## config.mk

```make
export PLATFORM = sky130hd
export DESIGN_NAME = pipe_skid_reg
export DESIGN_NICKNAME = d
export VERILOG_FILES = /design/src/rtl/pipe_pkg.sv /design/src/rtl/pipe_en_reg.sv /design/src/rtl/pipe_skid_reg.sv
export SDC_FILE = /design/constraint.sdc
export NUM_CORES = 1
export LEC_CHECK = 0
export ABC_AREA = 1
export CORE_ASPECT_RATIO = 0.7
export CORE_MARGIN = 3
export CORE_UTILIZATION = 30
export CTS_BUF_LIST = sky130_fd_sc_hd__clkbuf_4
export CTS_CLUSTER_DIAMETER = 200
export DETAILED_ROUTE_END_ITERATION = 16
export PLACE_DENSITY_LB_ADDON = 0.15
export SYNTH_ARGS = -nofsm -noshare
export SYNTH_HDL_FRONTEND = slang
export SYNTH_SLANG_ARGS = --single-unit
```

## constraint.sdc

```tcl
create_clock -name clk -period 2.81 [get_ports clk]
set_input_delay 0.4215 -clock clk [delete_from_list [all_inputs] [get_ports clk]]
set_output_delay 0.4215 -clock clk [all_outputs]
set_load 0.005 [all_outputs]
```

## src/rtl/pipe_pkg.sv

```systemverilog
`default_nettype none
// ============================================================================
// Package : pipe_pkg
// Shared state encoding and defaults for the pipeline skid register.
// Rev     : 1.0
// ============================================================================
package pipe_pkg;

    localparam int DEFAULT_DATA_W = 32;
    localparam int STATE_W        = 2;

    typedef logic [STATE_W-1:0] state_t;

    // Encoding equals the number of held payloads, so occupancy is the state itself.
    localparam state_t ST_EMPTY = 2'd0;
    localparam state_t ST_BUSY  = 2'd1;
    localparam state_t ST_FULL  = 2'd2;

    function automatic logic [1:0] state_occupancy(input state_t s);
        return s;
    endfunction

endpackage
`default_nettype wire

```

## src/rtl/pipe_en_reg.sv

```systemverilog
`default_nettype none
// ============================================================================
// Module : pipe_en_reg
// DATA_W-wide register with load enable and synchronous active-low reset.
// Rev    : 1.0
// ============================================================================
module pipe_en_reg #(
    parameter int                DATA_W    = 32,
    parameter logic [DATA_W-1:0] RESET_VAL = '0
) (
    input  logic              clk,
    input  logic              rst_n,
    input  logic              load,
    input  logic [DATA_W-1:0] d,
    output logic [DATA_W-1:0] q
);

    logic [DATA_W-1:0] data_q;
    logic [DATA_W-1:0] data_d;

    always_comb begin
        data_d = data_q;
        if (load) begin
            data_d = d;
        end
    end

    always_ff @(posedge clk) begin
        if (!rst_n) begin
            data_q <= RESET_VAL;
        end else begin
            data_q <= data_d;
        end
    end

    assign q = data_q;

endmodule
`default_nettype wire

```

## src/rtl/pipe_skid_reg.sv

```systemverilog
`default_nettype none
// ============================================================================
// Module : pipe_skid_reg
// Two-entry skid pipeline stage: registered in_ready/out_valid, FIFO order, flush.
// Rev    : 1.0
// ============================================================================
module pipe_skid_reg
    import pipe_pkg::*;
#(
    parameter int                DATA_W    = DEFAULT_DATA_W,
    parameter logic [DATA_W-1:0] RESET_VAL = '0
) (
    input  logic              clk,
    input  logic              rst_n,
    input  logic              in_valid,
    input  logic [DATA_W-1:0] in_data,
    output logic              in_ready,
    output logic              out_valid,
    output logic [DATA_W-1:0] out_data,
    input  logic              out_ready,
    input  logic              flush,
    output logic [1:0]        occupancy
);

    state_t            state_q;
    state_t            state_d;
    logic              in_ready_q;
    logic              in_ready_d;
    logic              out_valid_q;
    logic              out_valid_d;

    logic              w_accept;
    logic              w_pop;
    logic              w_main_load;
    logic              w_skid_load;
    logic [DATA_W-1:0] w_main_din;
    logic [DATA_W-1:0] w_main_q;
    logic [DATA_W-1:0] w_skid_q;

    assign w_accept = in_valid & in_ready_q;
    assign w_pop    = out_valid_q & out_ready;

    always_ff @(posedge clk) begin
        if (!rst_n) begin
            state_q     <= ST_EMPTY;
            in_ready_q  <= 1'b1;
            out_valid_q <= 1'b0;
        end else begin
            state_q     <= state_d;
            in_ready_q  <= in_ready_d;
            out_valid_q <= out_valid_d;
        end
    end

    always_comb begin
        state_d = state_q;
        if (flush) begin
            state_d = ST_EMPTY;
        end else begin
            case (state_q)
                ST_EMPTY: if (w_accept) state_d = ST_BUSY;
                ST_BUSY: begin
                    if (w_accept && !w_pop) begin
                        state_d = ST_FULL;
                    end else if (w_pop && !w_accept) begin
                        state_d = ST_EMPTY;
                    end
                end
                ST_FULL:  if (w_pop) state_d = ST_BUSY;
                default:  state_d = ST_EMPTY;
            endcase
        end
    end

    // Handshake outputs are registered from the next state so they leave a flop.
    always_comb begin
        in_ready_d  = (state_d != ST_FULL);
        out_valid_d = (state_d != ST_EMPTY);
        w_main_load = 1'b0;
        w_skid_load = 1'b0;
        w_main_din  = in_data;
        if (!flush) begin
            case (state_q)
                ST_EMPTY: w_main_load = w_accept;
                ST_BUSY: begin
                    w_main_load = w_accept & w_pop;
                    w_skid_load = w_accept & ~w_pop;
                end
                ST_FULL: begin
                    w_main_load = w_pop;
                    w_main_din  = w_skid_q;
                end
                default: begin
                    w_main_load = 1'b0;
                    w_skid_load = 1'b0;
                end
            endcase
        end
    end

    pipe_en_reg #(
        .DATA_W    (DATA_W),
        .RESET_VAL (RESET_VAL)
    ) u_main (
        .clk   (clk),
        .rst_n (rst_n),
        .load  (w_main_load),
        .d     (w_main_din),
        .q     (w_main_q)
    );

    pipe_en_reg #(
        .DATA_W    (DATA_W),
        .RESET_VAL (RESET_VAL)
    ) u_skid (
        .clk   (clk),
        .rst_n (rst_n),
        .load  (w_skid_load),
        .d     (in_data),
        .q     (w_skid_q)
    );

    assign in_ready  = in_ready_q;
    assign out_valid = out_valid_q;
    assign out_data  = w_main_q;
    assign occupancy = state_occupancy(state_q);

endmodule
`default_nettype wire

```

# After elaboration in Yosys (flattened, before gate mapping)

Cells that the tools add are included.

Output and inout port bits: 36
Input bits: 37
Word-level logic and storage cells: 31
Bits in registers: 68

Bitwise logic cells: 5
Multiplexer cells: 12
Reduce and logical (&&, ||, !) cells: 6
Equal/unequal tests: 3

Operators with widths:

| kind                                                 | number |
|---|---|
| two-way mux 32 bit                                   | 2 |
| two-way mux 2 bit                                    | 5 |
| one-hot mux 2 bit (3 select lines)                   | 1 |
| bitwise AND 1 bit                                    | 4 |
| two-way mux 1 bit                                    | 3 |
| one-hot mux 1 bit (3 select lines)                   | 1 |
| equality test 2 x 1 -> 1 bit (second input constant) | 1 |
| equality test 2 bit (second input constant)          | 1 |
| logical AND 1 bit                                    | 2 |
| zero test 1 bit                                      | 2 |
| zero test 2 bit                                      | 1 |
| != test 2 bit (second input constant)                | 1 |
| nonzero test 2 bit                                   | 1 |
| inverter 1 bit                                       | 1 |

# Depth between registers and ports, before layout

Gate-level depths: netlist of the first run.

Depth in word-level cells: 8
Depth in mapped cells: 8

# By module

Synthesis of the first run repeated with hierarchy kept, for this count alone.

Cell total of the unflattened synthesis: 535
Area, all modules: 3457.1 um2

Modules (own cells, without submodules):

| module        | area an instance (um2) | instances | cells each | seq. area each (um2) |
|---|---|---|---|---|
| pipe_en_reg   | 1335.0                 | 2         | 202        | 640.6 |
| pipe_skid_reg | 787.0                  | 1         | 131        | 80.1 |

# Worst setup path before layout of the first run

No wires, ideal clock.

Path kind: input port to flip-flop
Start point: in flush
End point: reg u_skid.data_q[0] (netlist: u_skid.q[0])
Stages on the path: 7
Arrival: 1.098 ns
Slack: 1.598 ns
Library setup time: 0.113 ns
Cell sequence: inv_2 nand2_1 nor2_1 nand2_2 buf_2 o21ai_1 nor2_1

Cells in the longest elaborated chain, start to end: 1

RTL lines:

| element              | line                | source |
|---|---|---|
| start, declared      | pipe_skid_reg.sv:21 | `input logic flush,` |
| two-way mux 1 bit    | pipe_skid_reg.sv:82 | `if (!flush) begin` |
| end signal, assigned | pipe_en_reg.sv:32   | `data_q <= data_d;` |
| end, declared        | pipe_en_reg.sv:18   | `logic [DATA_W-1:0] data_q;` |

No other way between the ends.
A chain may end at the register's enable or synchronous reset.

# Worst setup path after layout of the first run

Start point: reg state_q[0] (netlist: occupancy[0])
End point: out occupancy[0]

RTL lines:

| element                | line                | source |
|---|---|---|
| start, declared        | pipe_skid_reg.sv:25 | `state_t state_q;` |
| start signal, assigned | pipe_skid_reg.sv:49 | `state_q <= state_d;` |
| end, declared          | pipe_skid_reg.sv:22 | `output logic [1:0] occupancy` |

No word-level cell between the ends.

==> results of run 1 <==
## cell type report
class	count	area, sq um	area share [%]
clock inverter	2	60.1	1.51
timing repair buffer	78	773	19.4
sequential	68	1360	34.1
inverter	39	148	3.70
clock buffer	13	97.6	2.45
multi-input combinational	340	1390	34.8
tap	128	160	4.01
## synthesized netlist by cell type, drive strengths merged
| library cell | n |
|---|---|
| inv | 38 |
| a21oi | 1 |
| clkbuf | 10 |
| clkinv | 1 |
| buf | 18 |
| nand3 | 34 |
| nor2 | 132 |
| dfxtp | 68 |
| nand4 | 1 |
| nand2 | 138 |
| o21ai | 34 |
## logic make-up after synthesis
logic type | Yosys count
simple gates | 305
flops | 68
buf+inv | 67
compound gates | 35
## power groups by stage
stage	registers (uW)	clock network [uW]	logic, uW
finish	1040	736	337
global placement	1060	0	337
floorplan	1060	0	166
detailed placement	1070	0	340
global route	1050	814	384
CTS	1040	770	342
## sequential cells by signal, summed over array words and instances, names as in the netlist
signal     cells
in_ready       1
u_main.q      32
occupancy      2
out_valid      1
u_skid.q      32
## routing by layer
layer,track usage [%],part of all wire (%)
met1,19.2,51
met2,21.5,44
met3,6.15,5.2
met4,3.75,0.65
met5,0,0
## metrics by stage
step | instances | total power [uW] | setup slack (ns) | hold slack [ns] | util, %
floorplan | 475 | 1230 | 1.60 | 0.455 | -
global placement | 653 | 1400 | 0.752 | 0.464 | 39.1
detailed placement | 653 | 1400 | 0.716 | 0.472 | 39.1
CTS | 668 | 2160 | 0.824 | 0.445 | 40.7
global route | 668 | 2250 | 0.764 | 0.456 | 40.7
finish | 668 | 2110 | 0.867 | 0.488 | 40.7
## path summary, 6_finish.rpt
kind	startpoint	cells after the start	endpoint	slack (ns)
worst max-delay path	occupancy[0]	1	occupancy[0]	0.87
worst min-delay path	rst_n	3	u_main.q[1]	0.49
worst max register to register	occupancy[1]	6	u_main.q[6]	1.13
worst min register to register	u_skid.q[15]	2	u_skid.q[15]	0.49
==> flow_summary.yaml, run 1 <==
routing:
  drt.antenna.violating_nets: 0
  drtIter0Drc: 157
  drc: 0
  vias_per_cell: 4.32
  routed_wirelength_microns: 7870
  vias: 2884
  drt_pass1_iterations: 4
  post_drt_wl_per_cell_microns: 11.8
floorplan:
  io_pins: 73
  die_x_microns: 126
  die_area_sq_um: 11400
  core.rowCount: 30
  die-height_microns: 90.3
  core_sq_um: 9800
  initial_utilization_pct: 31.1
timing:
  finalSetupTns_ns: 0
  relSlewSlack_pct: 55.1
  period_share_pct: 69.2
  rsz0062_at_grt: "no"
  fin_crit_ns: 1.94
  hold_violations: 0
  slew_viol_final: 0
  fmax_mhz: 515
  worstMarginPinSlew_ns: 0.671
  setup_viol: 0
  clock_skew_ns: 0.0121
logic_synthesis:
  synthMuxAreaShare_pct: 0
  syn_area_sq_um: 3050
  yosysWarnings: 0
  ys_seq_area_share_pct: 44.7
  synth-compound-area-share_pct: 6.00
  synth_top_family_by_area: "simple AND/OR/NAND/NOR gates"
  syn_nets: 512
  yosysTopAreaCell: "dfxtp_1"
  synth-simple-area-share_pct: 39.6
  ys_types: 18
  synth_fa_ha_area_share_pct: 0
  synth_top_area_share_pct: 44.7
  avgSynthCellArea_sq_um: 6.41
  ys_ff_latch: 68
  synthCells: 475
  synth_xor_xnor_area_share_pct: 0
  netlist_top_cells_area: "dfxtp_1, nand2_1, nor2_1"
layout:
  layout.nets: 573
  num_antenna_cells: 0
  layout-drive-gt1-share_pct: 5.74
  final_common_cell: "nand2_1"
  fin_area_sq_um: 3990
  nFillCells: 1024
  area_growth_pct: 31.0
  final_cell_mix: "nand2_1, nor2_1, clkdlybuf4s50_1"
clock_tree:
  clk_pin_slew_ns: 0.11
  htreeDepth: 3
  clockRootBuffer: "clkbuf_4"
  numCtsBuffers: 9
  cts-resized-gates: 0
  cts.sink_count: 68
  cts_tree: "yes"
  clock_path_buffers: 2
  hold_buffers: 0
  cts_setup_buffers: 0
  insertion_delay_ns: 0.42
power:
  power.switching_uw: 529
  p_leak_uw: 0.00185
  p_int_uw: 1590
  ir_worst_vdd_mv: 0.240
  combPwrFrac_pct: 15.9
  power_density_nw_per_um2: 530
  seqPwrFrac_pct: 49.3
  p_sw_share_pct: 25.0
  clkPwrFrac_pct: 34.8
placed_design:
  placedInstanceArea_sq_um: 3830
  dp_hpwl_microns: 4910
  portBuffers: 72
  place_congestion: 0.771
grt:
  grt_use_total_pct: 14.4
  grt_pass1_wl_microns: 13200
  grt_pass1_vias: 2690
  grt_antenna_before_repair: 0
  grt-ovfl-total: 0
  grt_max_degree: 47
setup_path:
  path_class: "flop to output pin"
  slowest_stage: "clkdlybuf4s50_1"
  critPathCaptureType: "output pin"
  cp.buffers_inverters: 1
  path_delay_family: "buffers and inverters"
  crit_required_ns: 2.39
  crit_chain: "clkdlybuf4s50_1"
  path_max_fanout: 7
  slowest_delay_ns: 0.57
  cp.arrival_ns: 1.52
  startpoint_type: "flop"
flow_run:
  max_cap_violations: 0
hold_path:
  min-delay-path-class: "input port to flop"
status:
  status: "finished, final reports clean"
Power figures use the tool's default switching activity.
==> inputs of run 2 (changes only) <==
Clock period 2.81 ns to 1.63 ns, I/O delays scaled along.
==> run 2 against run 1 <==
  * Sequential power up 72%
  * Global-route usage is 0.27 points higher
  * Critical endpoint is now out_data[6]
  * Largest power group unchanged
  * Final area rose by 3.3%
  * Critical path type unchanged
  * Critical path depth unchanged
  * Clock power grew 45%
  * Non-clock buffer count up 10
  * Largest cell class unchanged
==> flow_summary.yaml, run 2 (synthesized netlist as in run 1, its figures left out) <==
status:
  status: "finished, final reports clean"
setup_path:
  crit_chain: "clkdlybuf4s50_1"
  crit_required_ns: 1.39
  path_max_fanout: 2
  slowest_delay_ns: 0.51
  path_delay_family: "buffers and inverters"
  startpoint_type: "flop"
  critPathCaptureType: "output pin"
  cp.arrival_ns: 1.30
  slowest_stage: "clkdlybuf4s50_1"
  cp.buffers_inverters: 1
  path_class: "flop to output pin"
  regToRegSetupSlack_ns: 0.31
timing:
  clock_skew_ns: 0.0154
  period_share_pct: 95.0
  fmax_mhz: 646
  slew_viol_final: 0
  relSlewSlack_pct: 81.9
  setup_viol: 0
  worstMarginPinSlew_ns: 0.269
  finalSetupTns_ns: 0
  hold_violations: 0
  fin_crit_ns: 1.55
  whs_ns: 0.164
layout:
  layout-drive-gt1-share_pct: 7.62
  multi_input_area_sq_um: 1390
  fin_area_sq_um: 4120
  final_cell_mix: "nand2_1, nor2_1, clkdlybuf4s50_1"
  nFillCells: 1045
  num_antenna_cells: 0
  area_growth_pct: 35.4
  layout.nets: 583
  final_common_cell: "nand2_1"
  seqCellArea_sq_um: 1370
clock_tree:
  cts.sink_count: 68
  hold_buffers: 0
  clk_pin_slew_ns: 0.11
  insertion_delay_ns: 0.42
  numCtsBuffers: 9
  cts_tree: "yes"
  clockRootBuffer: "clkbuf_4"
  clock_path_buffers: 2
  htreeDepth: 3
grt:
  grt_pass1_vias: 2936
  grt_use_total_pct: 14.7
  grt_pass1_wl_microns: 13700
  grt_antenna_before_repair: 0
  grt-ovfl-total: 0
  grt_max_degree: 65
routing:
  post_drt_wl_per_cell_microns: 11.5
  drt_pass1_iterations: 4
  vias: 2938
  vias_per_cell: 4.33
  drt.antenna.violating_nets: 0
  drtIter0Drc: 124
  routed_wirelength_microns: 7810
  drc: 0
floorplan:
  die_x_microns: 126
  core_sq_um: 9800
  die-height_microns: 90.3
  io_pins: 73
  initial_utilization_pct: 31.1
  die_area_sq_um: 11400
  core.rowCount: 30
placed_design:
  placedInstanceArea_sq_um: 3970
  portBuffers: 72
  place_congestion: 0.729
  dp_hpwl_microns: 5240
power:
  p_leak_uw: 0.00193
  ir_worst_vdd_mv: 0.531
  power_density_nw_per_um2: 841
hold_path:
  min-delay-path-class: "input port to flop"
flow_run:
  max_cap_violations: 0
-- run 2: cell count changes in the layout (fill, tap and decap cells not counted), sizes merged --
| cell | change |
|---|---|
| clkdlybuf4s50 | -1 |
| bufinv | -1 |
| clkbuf | -3 |
| dlymetal6s2s | +1 |
| buf | +10 |
| clkinv | +4 |
| clkinvlp | +1 |
-- run 2: where the power goes --
part / switching, uW / internal, uW
Combinational: 287 / 318
Clock: 604 / 470
Sequential: 43.8 / 1750
Total: 934 / 2530
-- run 2: through the flow --
stage | util, % | setup WS, ns | std cells | power, uW
final | 42.1 | 0.0814 | 679 | 3470
after global routing | 42.1 | -0.000336 | 679 | 3710
after CTS | 41.9 | 0.00496 | 677 | 3530
after detailed placement | 40.5 | 0.0179 | 661 | 2440
after global placement | 40.5 | 0.0381 | 661 | 2430
after floorplan | - | 0.423 | 475 | 2120
-- run 2: what timing repair did --
item,in CTS,in global routing
cloned,0,0
setup endpoints to repair,2,2
pin swaps,0,0
setup buffers,0,2
gates resized for setup,3,2
-- run 2: area by class of cell --
| type | count | share of cell area, % |
|---|---|---|
| clock inverters | 6 | 1.34 |
| flip-flops and latches | 68 | 33.2 |
| multi-input cells | 340 | 33.7 |
| inverters | 39 | 3.58 |
| well taps | 128 | 3.88 |
| repair buffers | 88 | 22.5 |
| clock buffers | 10 | 1.82 |
-- run 2: routing by layer --
layer	GRT usage, %	up-vias	routed length, microns
li1	-	1584	-
met1	18.8	1279	3960
met2	23.2	67	3300
met3	5.38	8	469
met4	4.29	0	80
met5	0	-	0
-- run 2: path summary, 6_finish.rpt --
| check | from | to | depth (start not counted) |
|---|---|---|---|
| setup / recovery | u_main.q[6] | out_data[6] | 1 |
| setup reg to reg | occupancy[0] | u_main.q[27] | 7 |
| hold / removal | rst_n | u_main.q[21] | 3 |
| hold reg to reg | u_skid.q[6] | u_skid.q[6] | 2 |
-- run 2: worst register-to-register path, cell delays in order (launching register included) --
cell and delay [ns]:
dfxtp_4 0.38, buf_4 0.15, nor2_4 0.13, buf_4 0.26
nand3_1 0.14, nand2_1 0.09, nor2_1 0.04, nor2_1 0.10
